--- src/rtl/ad_pkg.sv ---
// ad_pkg: shared sample width, FIFO word layout and capture FSM states
package ad_pkg;

    localparam int AD_DW = 12;

    typedef enum logic [2:0] {
        ST_IDLE,
        ST_VSKIP,
        ST_HSKIP,
        ST_ACTIVE,
        ST_HWAIT
    } cap_state_t;

    // FIFO word is {sof, sol, eol, ch2, ch1}
    function automatic int word_w(input int dw);
        return 2 * dw + 3;
    endfunction

    function automatic int sof_bit(input int dw);
        return 2 * dw + 2;
    endfunction

    function automatic int sol_bit(input int dw);
        return 2 * dw + 1;
    endfunction

    function automatic int eol_bit(input int dw);
        return 2 * dw;
    endfunction

endpackage

--- src/rtl/ad_sync_fifo.sv ---
// ad_sync_fifo: single-clock first-word-fall-through FIFO
module ad_sync_fifo #(
    parameter int WIDTH = 8,
    parameter int AW    = 4
) (
    input  logic             clk,
    input  logic             reset_n,
    input  logic             push,
    input  logic             pop,
    input  logic [WIDTH-1:0] din,
    output logic [WIDTH-1:0] dout,
    output logic             full,
    output logic             empty,
    output logic [AW:0]      count
);

    localparam int DEPTH = 1 << AW;

    logic [WIDTH-1:0] mem [DEPTH];
    logic [AW-1:0]    wr_ptr, rd_ptr;
    logic [AW:0]      cnt;
    logic             do_push, do_pop;

    assign full    = (cnt == DEPTH[AW:0]);
    assign empty   = (cnt == '0);
    assign count   = cnt;
    assign dout    = mem[rd_ptr];
    assign do_pop  = pop && !empty;
    assign do_push = push && (!full || pop);

    // storage array, no reset needed since reads are qualified by count
    always_ff @(posedge clk) begin
        if (do_push) mem[wr_ptr] <= din;
    end

    // pointer and occupancy bookkeeping
    always_ff @(posedge clk or negedge reset_n) begin
        if (!reset_n) begin
            wr_ptr <= '0;
            rd_ptr <= '0;
            cnt    <= '0;
        end else begin
            if (do_push) wr_ptr <= wr_ptr + 1'b1;
            if (do_pop) rd_ptr <= rd_ptr + 1'b1;
            cnt <= cnt + (AW + 1)'(do_push) - (AW + 1)'(do_pop);
        end
    end

endmodule

--- src/rtl/ad_line_capture.sv ---
// ad_line_capture: windowed line/frame capture of dual-channel ADC samples into a marked stream
module ad_line_capture
    import ad_pkg::*;
#(
    parameter int DW       = AD_DW,
    parameter int H_OFFSET = 4,
    parameter int H_ACTIVE = 16,
    parameter int V_OFFSET = 2,
    parameter int V_ACTIVE = 4,
    parameter int FIFO_AW  = 5
) (
    input  logic            clk,
    input  logic            reset_n,
    input  logic            sample_en_i,
    input  logic [DW-1:0]   ch1_i,
    input  logic [DW-1:0]   ch2_i,
    input  logic            hs_i,
    input  logic            vs_i,
    output logic [2*DW-1:0] data_o,
    output logic            valid_o,
    input  logic            ready_i,
    output logic            sof_o,
    output logic            sol_o,
    output logic            eol_o,
    output logic            ovf_o,
    output logic            line_err_o
);

    localparam int WW    = word_w(DW);
    localparam int SOF_B = sof_bit(DW);
    localparam int SOL_B = sol_bit(DW);
    localparam int EOL_B = eol_bit(DW);

    // state entered at the start of every active line and of every frame
    localparam cap_state_t HSTART = (H_OFFSET == 0) ? ST_ACTIVE : ST_HSKIP;
    localparam cap_state_t FSTART = (V_OFFSET == 0) ? HSTART : ST_VSKIP;

    cap_state_t     state, state_nxt;
    logic           hs_q, vs_q, hs_rise, vs_rise;
    logic [15:0]    line_cnt, skip_cnt, pix_cnt, act_cnt;
    logic           in_line, hs_end, line_done, last_line;
    logic           push, drop;
    logic [WW-1:0]  wr_word, rd_word, out_word;
    logic           fifo_full, fifo_empty;
    logic [FIFO_AW:0] fifo_count;

    assign hs_rise   = hs_i && !hs_q;
    assign vs_rise   = vs_i && !vs_q;
    assign in_line   = state inside {ST_HSKIP, ST_ACTIVE, ST_HWAIT};
    assign hs_end    = hs_rise && in_line;
    assign last_line = (act_cnt == 16'(V_ACTIVE - 1));
    assign line_done = (state == ST_HWAIT) ||
                       (push && pix_cnt == 16'(H_ACTIVE - 1));
    assign drop      = push && fifo_full && !ready_i;

    // sync inputs idle high, so reset them high to avoid a phantom edge
    always_ff @(posedge clk or negedge reset_n) begin
        if (!reset_n) begin
            hs_q <= 1'b1;
            vs_q <= 1'b1;
        end else begin
            hs_q <= hs_i;
            vs_q <= vs_i;
        end
    end

    // capture FSM state register
    always_ff @(posedge clk or negedge reset_n) begin
        if (!reset_n) state <= ST_IDLE;
        else state <= state_nxt;
    end

    // next state: VS beats HS, HS ending a line beats in-line progress
    always_comb begin
        state_nxt = state;
        if (vs_rise)
            state_nxt = FSTART;
        else if (hs_end)
            state_nxt = last_line ? ST_IDLE : HSTART;
        else if (state == ST_VSKIP && hs_rise && line_cnt == 16'(V_OFFSET - 1))
            state_nxt = HSTART;
        else if (state == ST_HSKIP && sample_en_i && skip_cnt == 16'(H_OFFSET - 1))
            state_nxt = ST_ACTIVE;
        else if (state == ST_ACTIVE && sample_en_i && pix_cnt == 16'(H_ACTIVE - 1))
            state_nxt = ST_HWAIT;
    end

    // FSM outputs: push strobe and the marked FIFO word
    always_comb begin
        push           = (state == ST_ACTIVE) && sample_en_i;
        wr_word        = '0;
        wr_word[2*DW-1:0] = {ch2_i, ch1_i};
        wr_word[SOF_B] = (pix_cnt == '0) && (act_cnt == '0);
        wr_word[SOL_B] = (pix_cnt == '0);
        wr_word[EOL_B] = (pix_cnt == 16'(H_ACTIVE - 1));
    end

    // geometry counters and sticky flags; drops still advance the counters
    always_ff @(posedge clk or negedge reset_n) begin
        if (!reset_n) begin
            line_cnt   <= '0;
            skip_cnt   <= '0;
            pix_cnt    <= '0;
            act_cnt    <= '0;
            ovf_o      <= 1'b0;
            line_err_o <= 1'b0;
        end else if (vs_rise) begin
            line_cnt   <= '0;
            skip_cnt   <= '0;
            pix_cnt    <= '0;
            act_cnt    <= '0;
            ovf_o      <= 1'b0;
            line_err_o <= 1'b0;
        end else begin
            if (state == ST_VSKIP && hs_rise) line_cnt <= line_cnt + 1'b1;
            if (hs_end) begin
                act_cnt  <= act_cnt + 1'b1;
                skip_cnt <= '0;
                pix_cnt  <= '0;
                if (!line_done) line_err_o <= 1'b1;
            end else begin
                if (state == ST_HSKIP && sample_en_i) skip_cnt <= skip_cnt + 1'b1;
                if (push) pix_cnt <= pix_cnt + 1'b1;
            end
            if (drop) ovf_o <= 1'b1;
        end
    end

    ad_sync_fifo #(
        .WIDTH(WW),
        .AW   (FIFO_AW)
    ) u_fifo (
        .clk    (clk),
        .reset_n(reset_n),
        .push   (push),
        .pop    (ready_i),
        .din    (wr_word),
        .dout   (rd_word),
        .full   (fifo_full),
        .empty  (fifo_empty),
        .count  (fifo_count)
    );

    // outputs read as zero whenever nothing is queued
    assign out_word = (fifo_count != '0) ? rd_word : '0;
    assign valid_o  = !fifo_empty;
    assign data_o   = out_word[2*DW-1:0];
    assign sof_o    = out_word[SOF_B];
    assign sol_o    = out_word[SOL_B];
    assign eol_o    = out_word[EOL_B];

endmodule

--- config.mk ---
export PLATFORM = sky130hd
export DESIGN_NAME = ad_line_capture
export DESIGN_NICKNAME = d
export VERILOG_FILES = /design/src/rtl/ad_pkg.sv /design/src/rtl/ad_sync_fifo.sv /design/src/rtl/ad_line_capture.sv
export SDC_FILE = /design/constraint.sdc
export NUM_CORES = 1
export LEC_CHECK = 0
export CAP_MARGIN = 10
export CORE_MARGIN = 2
export CORE_UTILIZATION = 65
export DETAILED_ROUTE_END_ITERATION = 8
export PLACE_DENSITY = 0.82
export SLEW_MARGIN = 20
export SYNTH_ARGS = -nofsm -noshare
export SYNTH_HDL_FRONTEND = slang
export SYNTH_SLANG_ARGS = --single-unit
export TNS_END_PERCENT = 5
--- constraint.sdc ---
create_clock -name clk -period 9.9 [get_ports clk]
set_clock_uncertainty 0.05 [all_clocks]
set_input_delay 1.98 -clock clk [delete_from_list [all_inputs] [get_ports clk]]
set_output_delay 1.98 -clock clk [all_outputs]
set_load 0.1 [all_outputs]
* Word-level counts from Yosys, hierarchy flattened
Memory sizes are Yosys's and may differ from the RTL's.
Cells that the tools add are included.
** Word-level totals
- Bits in registers :: 87
- Memory bits (writable) :: 864
- Output and inout bits :: 30
- Memories kept :: 1
** Memories
- u_fifo.mem :: depth 32, width 27, read ports 1, clocked after memory_dff 0, write ports 1, line ad_sync_fifo.sv:19 : logic [WIDTH-1:0] mem [DEPTH];
** Operators by class
- $add $sub $neg :: 8
- Equality and inequality tests :: 10
- Multiplexer cells :: 24
- Reductions and logical operators :: 33
** Operator list (number)
- 16-bit 2-to-1 mux :: 10
- 16-bit by 1-bit adder with 16-bit output, second input constant :: 4
- 16-bit by 2-bit equality test with 1-bit output, second input constant :: 2
- 16-bit logical NOT :: 2
- 27-bit 2-to-1 mux :: 1
- 16-bit by 1-bit equality test with 1-bit output, second input constant :: 1
- 16-bit by 4-bit equality test with 1-bit output, second input constant :: 1
- 3-bit 2-to-1 mux :: 5
- 1-bit logical AND :: 14
- 5-bit by 1-bit adder with 5-bit output, second input constant :: 2
- 3-bit nonzero test :: 3
- 1-bit 2-to-1 mux :: 7
- 6-bit by 1-bit adder with 6-bit output :: 1
- 3-bit by 2-bit equality test with 1-bit output, second input constant :: 2
- 6-bit equality test, second input constant :: 1
- 6-bit logical NOT :: 1
- 2-bit nonzero test :: 3
- 6-bit nonzero test :: 1
- 6-bit by 1-bit subtractor with 6-bit output :: 1
- 1-bit logical NOT :: 5
- 5-bit nonzero test :: 1
- 3-bit by 1-bit equality test with 1-bit output, second input constant :: 1
- 3-bit equality test, second input constant :: 1
- 1-bit logical OR :: 2
- 3 further kinds :: 3

* Depth between registers and ports, before layout
Gate-level depths: netlist of run 1.
- Depth in word-level cells :: 8
- Depth in mapped cells :: 13

* By module
A second synthesis of run 1 with hierarchy kept.
** Second synthesis, totals
- Cells, all modules :: 1964
- Area total of the unflattened synthesis :: 37653.6 µm²
** By module, submodules not included
- ad_sync_fifo :: times used 1, cells each 1540, area each 33791.2 µm², seq. area each 26345.3 µm²
- ad_line_capture :: times used 1, cells each 424, area each 3862.5 µm², seq. area each 1779.2 µm²

* Least setup slack after synthesis of run 1
No wires, ideal clock.
- Path type :: register to output
- From :: reg u_fifo.cnt[2], in the netlist u_fifo.count[2]
- To :: out data_o[17]
- Data arrival time :: 2803 ps
- Path slack :: 5067 ps
- Stages on the path, launching flop included :: 7
- Cell sequence :: dfrtp_1 inv_1 ha_1 nor3b_1 nand2_1 clkbuf_1 and3_1
** Between the ends
- Word-level cells in the longest chain between the ends :: 2
** Ends and longest elaborated chain
- start: declaration :: line ad_sync_fifo.sv:21 : logic [AW:0] cnt;
- start signal: assignment :: line ad_sync_fifo.sv:45 : cnt <= cnt + (AW + 1)'(do_push) - (AW + 1)'(do_pop);
- 6-bit nonzero test :: line ad_line_capture.sv:145 : assign out_word = (fifo_count != '0) ? rd_word : '0;
- 27-bit 2-to-1 mux :: line ad_line_capture.sv:145
- end: declaration :: line ad_line_capture.sv:19 : output logic [2*DW-1:0] data_o,
No other way between the ends.

* Worst setup path in the final report of run 1
- From :: reg u_fifo.rd_ptr[1]
- To :: out data_o[22]
** Between the ends
- Word-level cells in the longest chain between the ends :: 2
** Ends and longest elaborated chain
- start: declaration :: line ad_sync_fifo.sv:20 : logic [AW-1:0] wr_ptr, rd_ptr;
- start signal: assignment :: line ad_sync_fifo.sv:44 : if (do_pop) rd_ptr <= rd_ptr + 1'b1;
- memory read 32 x 27 bit
- 27-bit 2-to-1 mux :: line ad_line_capture.sv:145
No other way between the ends.

==> impl_results.md, run 1 <==
- GP Congestion: 0.801
- Post-synth top area cell: edfxtp_1
- Data required, critical path: roughly 7.9 ns
- TritonCTS buffer count: 90
- P_leak: 0.0139 uW
- Die Ht: 246 um
- Initial antenna violation count: 2
- CP Launch Type: flip-flop
- Synth unique cells: 65
- Critical path buffer and inverter count: 3
- Final setup viols: 0
- Core Rows: 88
- Layout cells sized above 1: 22.0%
- Min Tclk post-route: about 7.4 ns
- Synth cell count leaders: edfxtp_1 (864), mux4_2 (163), mux2i_1 (107), nand2_1 (88), dfrtp_1 (85)
- Top-area cell type share of the netlist area: 68.3%
- Drt initial violations: around 2,600
- Final core area utilization: 73.8%
- Synth Warn #: 0
- Width of the die: 246 um
- Avg Inst Size Synth: 18.9 um2
- Placed insts: 2,772
- Pwr Density: between 200 and 300 mW/mm2
- Worst-margin pin slew: 1.15 ns
- Die ar.: ~0.060 mm2
- Clock transition at path regs: 0.06 ns
- RSZ-0062 raised after global routing: no
- FFs w/ async S/R, synth: under 10%
- Drt first pass iters: 6
- Total clock sinks: 951
- Largest net degree at the start of global routing: 122
- CP most frequent cell: buf_4
- H-tree lvl count: 3
- Via count: 20,400
- Final period util: between 70% and 80%
- GRT Overall Usage: a little under a third
- FILL cells: around 3,200
- Synthesized flop and latch total: 951
- Hold/Removal Path Class: flip-flop to flip-flop
- Status: completed
- Worst setup EP type: primary output
- CTS max path bufs: 3
- Relative slew slack: 23.3%
- Arrival @ worst endpoint: 5.36 ns
- Detail Route Antenna Nets: 0
- Syn-to-layout area delta: 12.2%
- Fin. max-slew vios: 0
- Cells after Synth: 2,010
- Clock root cell: clkbuf_16
- Synth Flop Type: edfxtp_1
- Max incr delay on CP: 0.98 ns
- Final instance count without filler cells: ~2,900
- Hold_buf cts: 0
- Initial Util: 65.8%
- Io pins: 60
- CTS-repair resized insts: 0
- Vias in the first global route: 20,900
- Largest cells by area after synthesis: edfxtp_1 (68%), mux4_2 (9.7%), dfrtp_1 (5.6%), mux2i_1 (2.8%), mux2_2 (1.6%)
- Max Cap Violations: 0
- Post-synthesis cell area: 0.0380 mm2
- Final TNS setup: 0 ns
- I/O Buffers: 59
- First-pass GRT wire length: 132,000 um
- Clk_lat worst skew: 0.64 ns
- DR WL/cell: 30.6 um
- Post-synth net total: roughly 2,100
- Crit-path slowest cell: clkdlybuf4s50_1
- Post-CTS Setup Bufs: 0
- Count leader, synth: edfxtp_1
- Critical path type: flip-flop to primary output
- CTS tree: built
- Final WL: 89,900 um
- Layout Nets: approximately 2,200
- Post-synth EDFFs: 864
- Chain of cells forming the critical path: buf_4 > buf_4 > mux4_2 > mux2i_1 > o211ai_1 > and3_1 > clkdlybuf4s50_1
- Crit-path max FO: 56
- Share of synthesized area occupied by flip-flops and latches: 74.1%
- Largest delay contributor family on the critical path: buffers and inverters
- Hold Fails Final Rpt: 0
- DP Wirelength: 47,300 um
- Residual DRC: 0
- GRT Residual Overflow: 0
- Vias per inst: around 6.9
- Core Box Area: 0.0577 mm2
- Maximum VDD drop: 0.558 mV
- F_max: 135 MHz
[final timing paths]
path	startpoint	to	slack, ns	cells after the start
max	u_fifo.rd_ptr[1]$_DFFE_PN0P_	data_o[22]	2.51	7
min	line_err_o$_DFFE_PN0P_	line_err_o$_DFFE_PN0P_	0.50	1
max reg2reg	state[1]$_DFFE_PN0P_	u_fifo.mem[10][17]$_DFFE_PP_	6.19	5
min reg2reg	line_err_o$_DFFE_PN0P_	line_err_o$_DFFE_PN0P_	0.50	1
max in group asynchronous	reset_n	u_fifo.rd_ptr[1]$_DFFE_PN0P_	7.38	2
min in group asynchronous	reset_n	skip_cnt[15]$_DFFE_PN0P_	1.27	1
[layout make-up]
| class | instances | area (um2) | share of cell area, % |
|---|---|---|---|
| Timing Repair Buffer | 108 | 1060 | 2.50 |
| Sequential cell | 951 | 28100 | 66.1 |
| Clock buffer | 113 | 2380 | 5.59 |
| Multi-Input combinational cell | 917 | 9500 | 22.3 |
| Antenna cell | 1 | 2.50 | 0.00588 |
| Clock inverter | 49 | 425 | 0.999 |
| Tap cell | 765 | 957 | 2.25 |
| Inverter | 33 | 124 | 0.291 |
[state kept, by name, indices dropped and copies added, names as in the netlist, 3 cells and up]
register       flops
u_fifo.mem       864
act_cnt           16
line_cnt          16
pix_cnt           16
skip_cnt          16
u_fifo.count       6
u_fifo.rd_ptr      5
u_fifo.wr_ptr      5
state              3
[metrics by stage]
step / worst slack (ns) / instance area, um2 / power (uW) / hold WS (ns)
after global placement: 2.97 / 39600 / 8660 / 0.437
final: 2.51 / 42600 / 12000 / 0.504
after global routing: 2.34 / 42600 / 12400 / 0.521
after CTS: 2.54 / 42600 / 12100 / 0.511
after floorplan: 5.07 / 38000 / 7710 / 0.463
after detailed placement: 3.20 / 39800 / 8760 / 0.441
[report_power, final]
group          switching (uW)  internal [uW]
combinational            2550           1440
sequential                196           4530
clock                    1440           1860
[layer usage]
metal  up-vias  part of all wire [%]  global-route usage (%)
met4         2                   4.1                    12.9
met5         -                 0.014                       0
met3       240                   9.5                    5.75
met1     10500                    37                    41.1
met2      1272                    50                    49.3
li1       8368                     -                       -
[layout by cell type, fill, tap and decap left out, types with 24 or more instances in the layout]
cell type / netlist / layout
mux4_2: 163 / 163
dfrtp_1: 85 / 80
o221a_2: 26 / 26
o21ai_0: 24 / 24
clkbuf_16: 0 / 92
edfxtp_1: 864 / 864
buf_4: 6 / 43
mux2i_1: 107 / 107
nor2_1: 71 / 39
a21oi_1: 39 / 39
a221oi_1: 27 / 27
nor2_4: 0 / 32
inv_1: 33 / 33
xnor2_1: 28 / 28
clkdlybuf4s50_1: 0 / 53
o211ai_1: 54 / 54
nand2_1: 88 / 88
and3_1: 32 / 32
mux2_2: 55 / 55
[cells by family (layout without fill, tap and decap cells)]
family | after synthesis | count (layout) | synth area share, %
flops | 951 | 951 | 74.1
simple gates | 330 | 330 | 4.60
fa+ha+maj | 22 | 22 | 0.745
buf+inv | 142 | 303 | 1.62
xor+xnor | 36 | 36 | 0.830
compound gates | 204 | 204 | 4.04
other cells | 0 | 1 | 0
mux | 325 | 325 | 14.1
No activity file was read; power rests on OpenSTA's default activity.
==> run 2, diff against run 1 <==
CORE_UTILIZATION = 56   (was 65)
PLACE_DENSITY = 0.75   (was 0.82)
clock period = 6.3 ns   (was 9.9 ns; I/O delays follow)
==> run 2 against run 1 <==
Hold slack got worse by 0.070 ns. Non-clock buffer count down 15. Count of clock-buffer cells in the layout increased by 3. Critical path depth fell by 1. Largest cell class unchanged. Wire length decreased by 0.41%.
==> impl_results.md, run 2 (synthesized netlist as in run 1, its figures left out) <==
- Min Tclk post-route: 5.41 ns
- Status: completed
- Io pins: 60 (unchanged)
- Die ar.: 0.0699 mm2 (+16%)
- Layout cells sized above 1: 23.8% (+1.7 points)
- Total clock sinks: 951 (unchanged)
- Final WL: 89,500 um (-0.41%)
- Via count: 19,900 (-2.3%)
- Worst r2r src: state[1]$_DFFE_PN0P_
- Final setup viols: 0 (unchanged)
- Largest register by flop count: u_fifo.mem
- Crit-path slowest cell: dfrtp_4
- Critical path buffer and inverter count: 2 (-1)
- Hold/Removal Path Class: input port to asynchronous set/reset pin
- GP Congestion: 0.850 (+6.2%)
- Initial Util: 56.6% (-9.3 points)
- CTS-repair resized insts: 0 (unchanged)
- H-tree lvl count: 3 (unchanged)
- Data required, critical path: 4.99 ns (-2.88 ns)
- Instance count on the critical path: 6 (-1)
- CTS max path bufs: 3 (unchanged)
- First-pass GRT wire length: 131,000 um (-1.3%)
- Largest net degree at the start of global routing: 68 (-44%)
- Max FFs per register: 864 (unchanged)
- Chain of cells forming the critical path: buf_12 > mux4_2 > mux2i_1 > o211ai_1 > and3_1 > buf_4
- I/O Buffers: 59 (unchanged)
- Hold_buf cts: 0 (unchanged)
- Layout Nets: 2,141 (-0.56%)
- Clock transition at path regs: 0.06 ns (about the same)
- Maximum VDD drop: 0.918 mV (+65%)
- CTS tree: built
- Die Ht: 264 um (+7.6%)
- Drt initial violations: 2,501 (-3.6%)
- Arrival @ worst endpoint: 4.10 ns (-1.26 ns)
- Commonest non-fill, non-tap cell in the layout: edfxtp_1
- F_max: around 180 MHz
- DP Wirelength: 53,600 um (+13%)
- Relative slew slack: 23.6% (+0.35 points)
- P_leak: 0.0140 uW (+0.52%)
- Vias per inst: 6.54 (-5.6%)
- Max Cap Violations: 0 (unchanged)
- DR WL/cell: 29.5 um (-3.8%)
- Max incr delay on CP: 1.11 ns (+0.13 ns)
- Largest delay contributor family on the critical path: flip-flops
- Drt first pass iters: 5 (-1)
- Worst-case reg-to-reg path depth: 4 (-1)
- CP startpoint: u_fifo.rd_ptr[1]$_DFFE_PN0P_
- RSZ-0062 raised after global routing: no
- Most frequent cells in the layout: edfxtp_1 (864), mux4_2 (163), mux2i_1 (107), clkbuf_16 (95), nand2_1 (87)
- Post-CTS Setup Bufs: 0 (unchanged)
- Fin. max-slew vios: 0 (unchanged)
- Final period util: 85.8%
- GRT Overall Usage: 25.8% (-4.6 points)
- Detail Route Antenna Nets: 0 (unchanged)
- FILL cells: 4,398 (+38%)
- GRT Residual Overflow: 0 (unchanged)
- Clk_lat worst skew: 0.64 ns (about the same)
- Clock root cell: clkbuf_16
- Worst-margin pin slew: 1.15 ns (-0.00246 ns)
- Critical path type: flip-flop to primary output
- Worst setup EP type: primary output
- Core Rows: 95 (+8.0%)
- Vias in the first global route: 19,800 (-5.1%)
- Hold Fails Final Rpt: 0 (unchanged)
- Syn-to-layout area delta: 12.6%
- CP Launch Type: flip-flop
- Pwr Density: 463 mW/mm2 (+64%)
- Core Box Area: 0.0672 mm2 (+16%)
- Width of the die: 264 um (+7.6%)
- Final core area utilization: 63.7% (-10 points)
- Final TNS setup: 0 ns (unchanged)
- TritonCTS buffer count: 93 (+3.3%)
- Residual DRC: 0 (unchanged)
- Ant. Diodes: 0 (-1)
- Crit-path max FO: 58 (+3.6%)
- Initial antenna violation count: 2 (unchanged)
## run 2: cell types whose count changed in the layout (fill, tap and decap cells not counted), moves of 7 or more
cell	previous run	this run
clkdlybuf4s50_1	53	20
bufinv_16	6	14
buf_4	43	56
clkinv_1	20	13
## run 2: final cells by class
type / instances / area, um2 / area share, %
Clock buffer: 116 / 2460 / 5.74
Clock inverter: 57 / 672 / 1.57
Inverter: 33 / 124 / 0.290
Multi-Input combinational cell: 917 / 9500 / 22.2
Sequential cell: 951 / 28100 / 65.8
Tap cell: 873 / 1090 / 2.55
Timing Repair Buffer: 93 / 787 / 1.84
## run 2: worst paths after layout
path,endpoint,slack [ns]
setup / recovery,data_o[10],0.89
hold / removal,line_cnt[11]$_DFFE_PN0P_,0.43
setup reg to reg,u_fifo.mem[25][9]$_DFFE_PP_,2.47
hold reg to reg,line_err_o$_DFFE_PN0P_,0.48
max in group asynchronous,u_fifo.rd_ptr[0]$_DFFE_PN0P_,4.46
min in group clk,line_err_o$_DFFE_PN0P_,0.48
## run 2: layer usage
layer  up-vias  share of wire, %  wire (um)  global-route usage (%)
li1       8360                 -          -                       -
met1     10400                40      35600                    36.9
met2       988                49      43600                    41.2
met3       175               8.4       7560                    4.13
met4         0               3.1       2770                    8.45
met5         -                 0          0                       0
## run 2: power by group
group          leakage, uW  switching (uW)  internal (uW)
clock              0.00152            2330           3350
sequential         0.00894             431           7120
combinational      0.00353            4360           2230
total               0.0140            7120          12700
## run 2: through the flow
step                setup WS, ns  cells  hold WS [ns]  instance area, um2  total power (uW)
global placement            1.46   2866         0.471               39600             14100
finish                     0.894   3040         0.434               42800             19800
floorplan                   2.19   2010         0.463               38000             12100
detailed placement          1.46   2866         0.458               39600             14200
CTS                        0.873   3039         0.424               42800             19800
global route               0.797   3040         0.436               42800             20300
==> run 3, diff against run 2 <==
CAP_MARGIN = 25   (was 10)
CTS_CLUSTER_DIAMETER = 30   (was default)
SLEW_MARGIN = default   (was 20)
==> run 3 against run 2 <==
Critical path depth stayed put. Maximum frequency is 0.21% higher. Via count is 2.7% higher. Final cell count is 3.6% higher. Clock power is 49% higher.
==> impl_results.md, run 3 (synthesized netlist as in run 1, its figures left out) <==
- Hold_buf cts: 0 (unchanged)
- GRT Overall Usage: 26.9% (+1.1 points)
- H-tree lvl count: 4 (+1)
- Min Hold Slack: 0.348 ns (-0.0866 ns)
- Most frequent cells in the layout: edfxtp_1 (864), mux4_2 (163), clkbuf_16 (150), mux2i_1 (107), nand2_1 (88)
- TritonCTS buffer count: 149 (+60%)
- Final WS setup: 0.905 ns (+0.0113 ns)
- P_leak: 0.0150 uW (+7.6%)
- Critical path type: flip-flop to primary output
- Max FFs per register: 864 (unchanged)
- F_max: 185 MHz (+0.21%)
- Switching share of power: 35.0% (-0.98 points)
- Switching Power: 7920 uW (+11%)
- Largest delay contributor family on the critical path: flip-flops
- Placed cell areas: 0.0396 mm2 (unchanged)
- Crit-path slowest cell: dfrtp_4
- Die Ht: 264 um (unchanged)
- Total clock sinks: 951 (unchanged)
- CTS-repair resized insts: 0 (unchanged)
- Final period util: 85.6% (-0.18 points)
- I/O Buffers: 59 (unchanged)
- Pint: 14,700 uW (+16%)
- Crit-path max FO: 58 (unchanged)
- Max Cap Violations: 0 (unchanged)
- CTS tree: built
- Maximum VDD drop: 0.936 mV (+2.0%)
- Hold Fails Final Rpt: 0 (unchanged)
- DP Wirelength: 53,600 um (unchanged)
- Arrival @ worst endpoint: 4.08 ns (-0.02 ns)
- Initial antenna violation count: 4 (+2)
- Final setup viols: 0 (unchanged)
- Min Tclk post-route: 5.39 ns (-0.0113 ns)
- Largest register by flop count: u_fifo.mem
- Vias in the first global route: 20,600 (+4.2%)
- Via count: 20,400 (+2.7%)
- GRT Residual Overflow: 0 (unchanged)
- Max incr delay on CP: 1.10 ns (about the same)
- Commonest non-fill, non-tap cell in the layout: edfxtp_1
- Vias per inst: 6.48 (-0.93%)
- First-pass GRT wire length: 135,000 um (+3.6%)
- Drt first pass iters: 7 (+2)
- Worst-margin pin slew: 1.09 ns (-0.0556 ns)
- CTS max path bufs: 3 (unchanged)
- Die ar.: 0.0699 mm2 (unchanged)
- Comb pwr share: 29.3% (-3.9 points)
- Io pins: 60 (unchanged)
- Clock root cell: clkbuf_16
- GP Congestion: 0.850 (unchanged)
- Data required, critical path: 4.99 ns (about the same)
- Residual DRC: 0 (unchanged)
- DR WL/cell: 29.4 um (-0.17%)
- Critical path buffer and inverter count: 2 (unchanged)
- Final TNS setup: 0 ns (unchanged)
- Clk_lat worst skew: 0.73 ns (+0.09 ns)
- Post-CTS Setup Bufs: 0 (unchanged)
- Pre-CTS WS: 1.46 ns (unchanged)
- Clock transition at path regs: 0.05 ns (about the same)
- Relative slew slack: 27.2% (+3.5 points)
- Status: completed
- Ant. Diodes: 0 (unchanged)
- RSZ-0062 raised after global routing: no
- Total power: 22,700 uW (+14%)
- Reg power frac: 33.3% (-4.8 points)
- Core Rows: 95 (unchanged)
- Width of the die: 264 um (unchanged)
- Worst setup EP type: primary output
- Initial Util: 56.6% (unchanged)
- Detail Route Antenna Nets: 0 (unchanged)
- CP Launch Type: flip-flop
- Clock share of power: 37.3% (+8.6 points)
- Pwr Density: 504 mW/mm2 (+8.7%)
- Largest net degree at the start of global routing: 68 (unchanged)
- Hold/Removal Path Class: input port to asynchronous set/reset pin
- Core Box Area: 0.0672 mm2 (unchanged)
- Fin. max-slew vios: 0 (unchanged)
- Layout cells sized above 1: 27.7% (+3.9 points)
- Syn-to-layout area delta: 18.5%
- Drt initial violations: 2,415 (-3.4%)
- Post-route cell area: 0.0450 mm2 (+5.2%)
- Chain of cells forming the critical path: buf_12 > mux4_2 > mux2i_1 > o211ai_1 > and3_1 > buf_4
- Final WL: 92,600 um (+3.4%)
- Layout Nets: 2,200 (+2.8%)
[run 3: final cells by class]
| cell class | instances | area, um2 |
|---|---|---|
| tap | 873 | 1090 |
| clock buffer | 167 | 3830 |
| fill | 4118 | 22200 |
| multi-input combinational | 917 | 9500 |
| inverter | 33 | 124 |
| sequential | 951 | 28100 |
| clock inverter | 113 | 1440 |
| timing repair buffer | 96 | 873 |
[run 3: worst paths after layout]
check | start | to | slack (ns) | depth (start not counted)
worst min register to register | line_err_o$_DFFE_PN0P_ | line_err_o$_DFFE_PN0P_ | 0.48 | 1
worst max register to register | state[1]$_DFFE_PN0P_ | u_fifo.mem[15][13]$_DFFE_PP_ | 2.43 | 4
min in group clk | line_err_o$_DFFE_PN0P_ | line_err_o$_DFFE_PN0P_ | 0.48 | 1
worst max-delay path | u_fifo.rd_ptr[1]$_DFFE_PN0P_ | data_o[10] | 0.91 | 6
worst min-delay path | reset_n | act_cnt[13]$_DFFE_PN0P_ | 0.35 | 1
max in group asynchronous | reset_n | u_fifo.rd_ptr[2]$_DFFE_PN0P_ | 4.52 | 2
[run 3: routing by layer]
metal	track usage (%)	share of wire (%)
met1	36.3	38
met2	42.8	48
met3	6.71	9.5
met4	10.4	3.5
met5	0	0.029
[run 3: through the flow]
stage	std cells	utilization [%]
2_1_floorplan	2010	-
4_1_cts	3146	66.8
6_report	3150	67.0
5_1_grt	3150	67.0
3_5_place_dp	2866	59.0
3_3_place_gp	2866	59.0
[run 3: power groups by stage]
stage	Sequential (uW)	Clock, uW	Combinational (uW)
final	7560	8460	6650
after global routing	7590	8810	6880
after CTS	7560	8520	6580
after detailed placement	7670	0	6530
after global placement	7660	0	6460
after floorplan	7320	0	4810
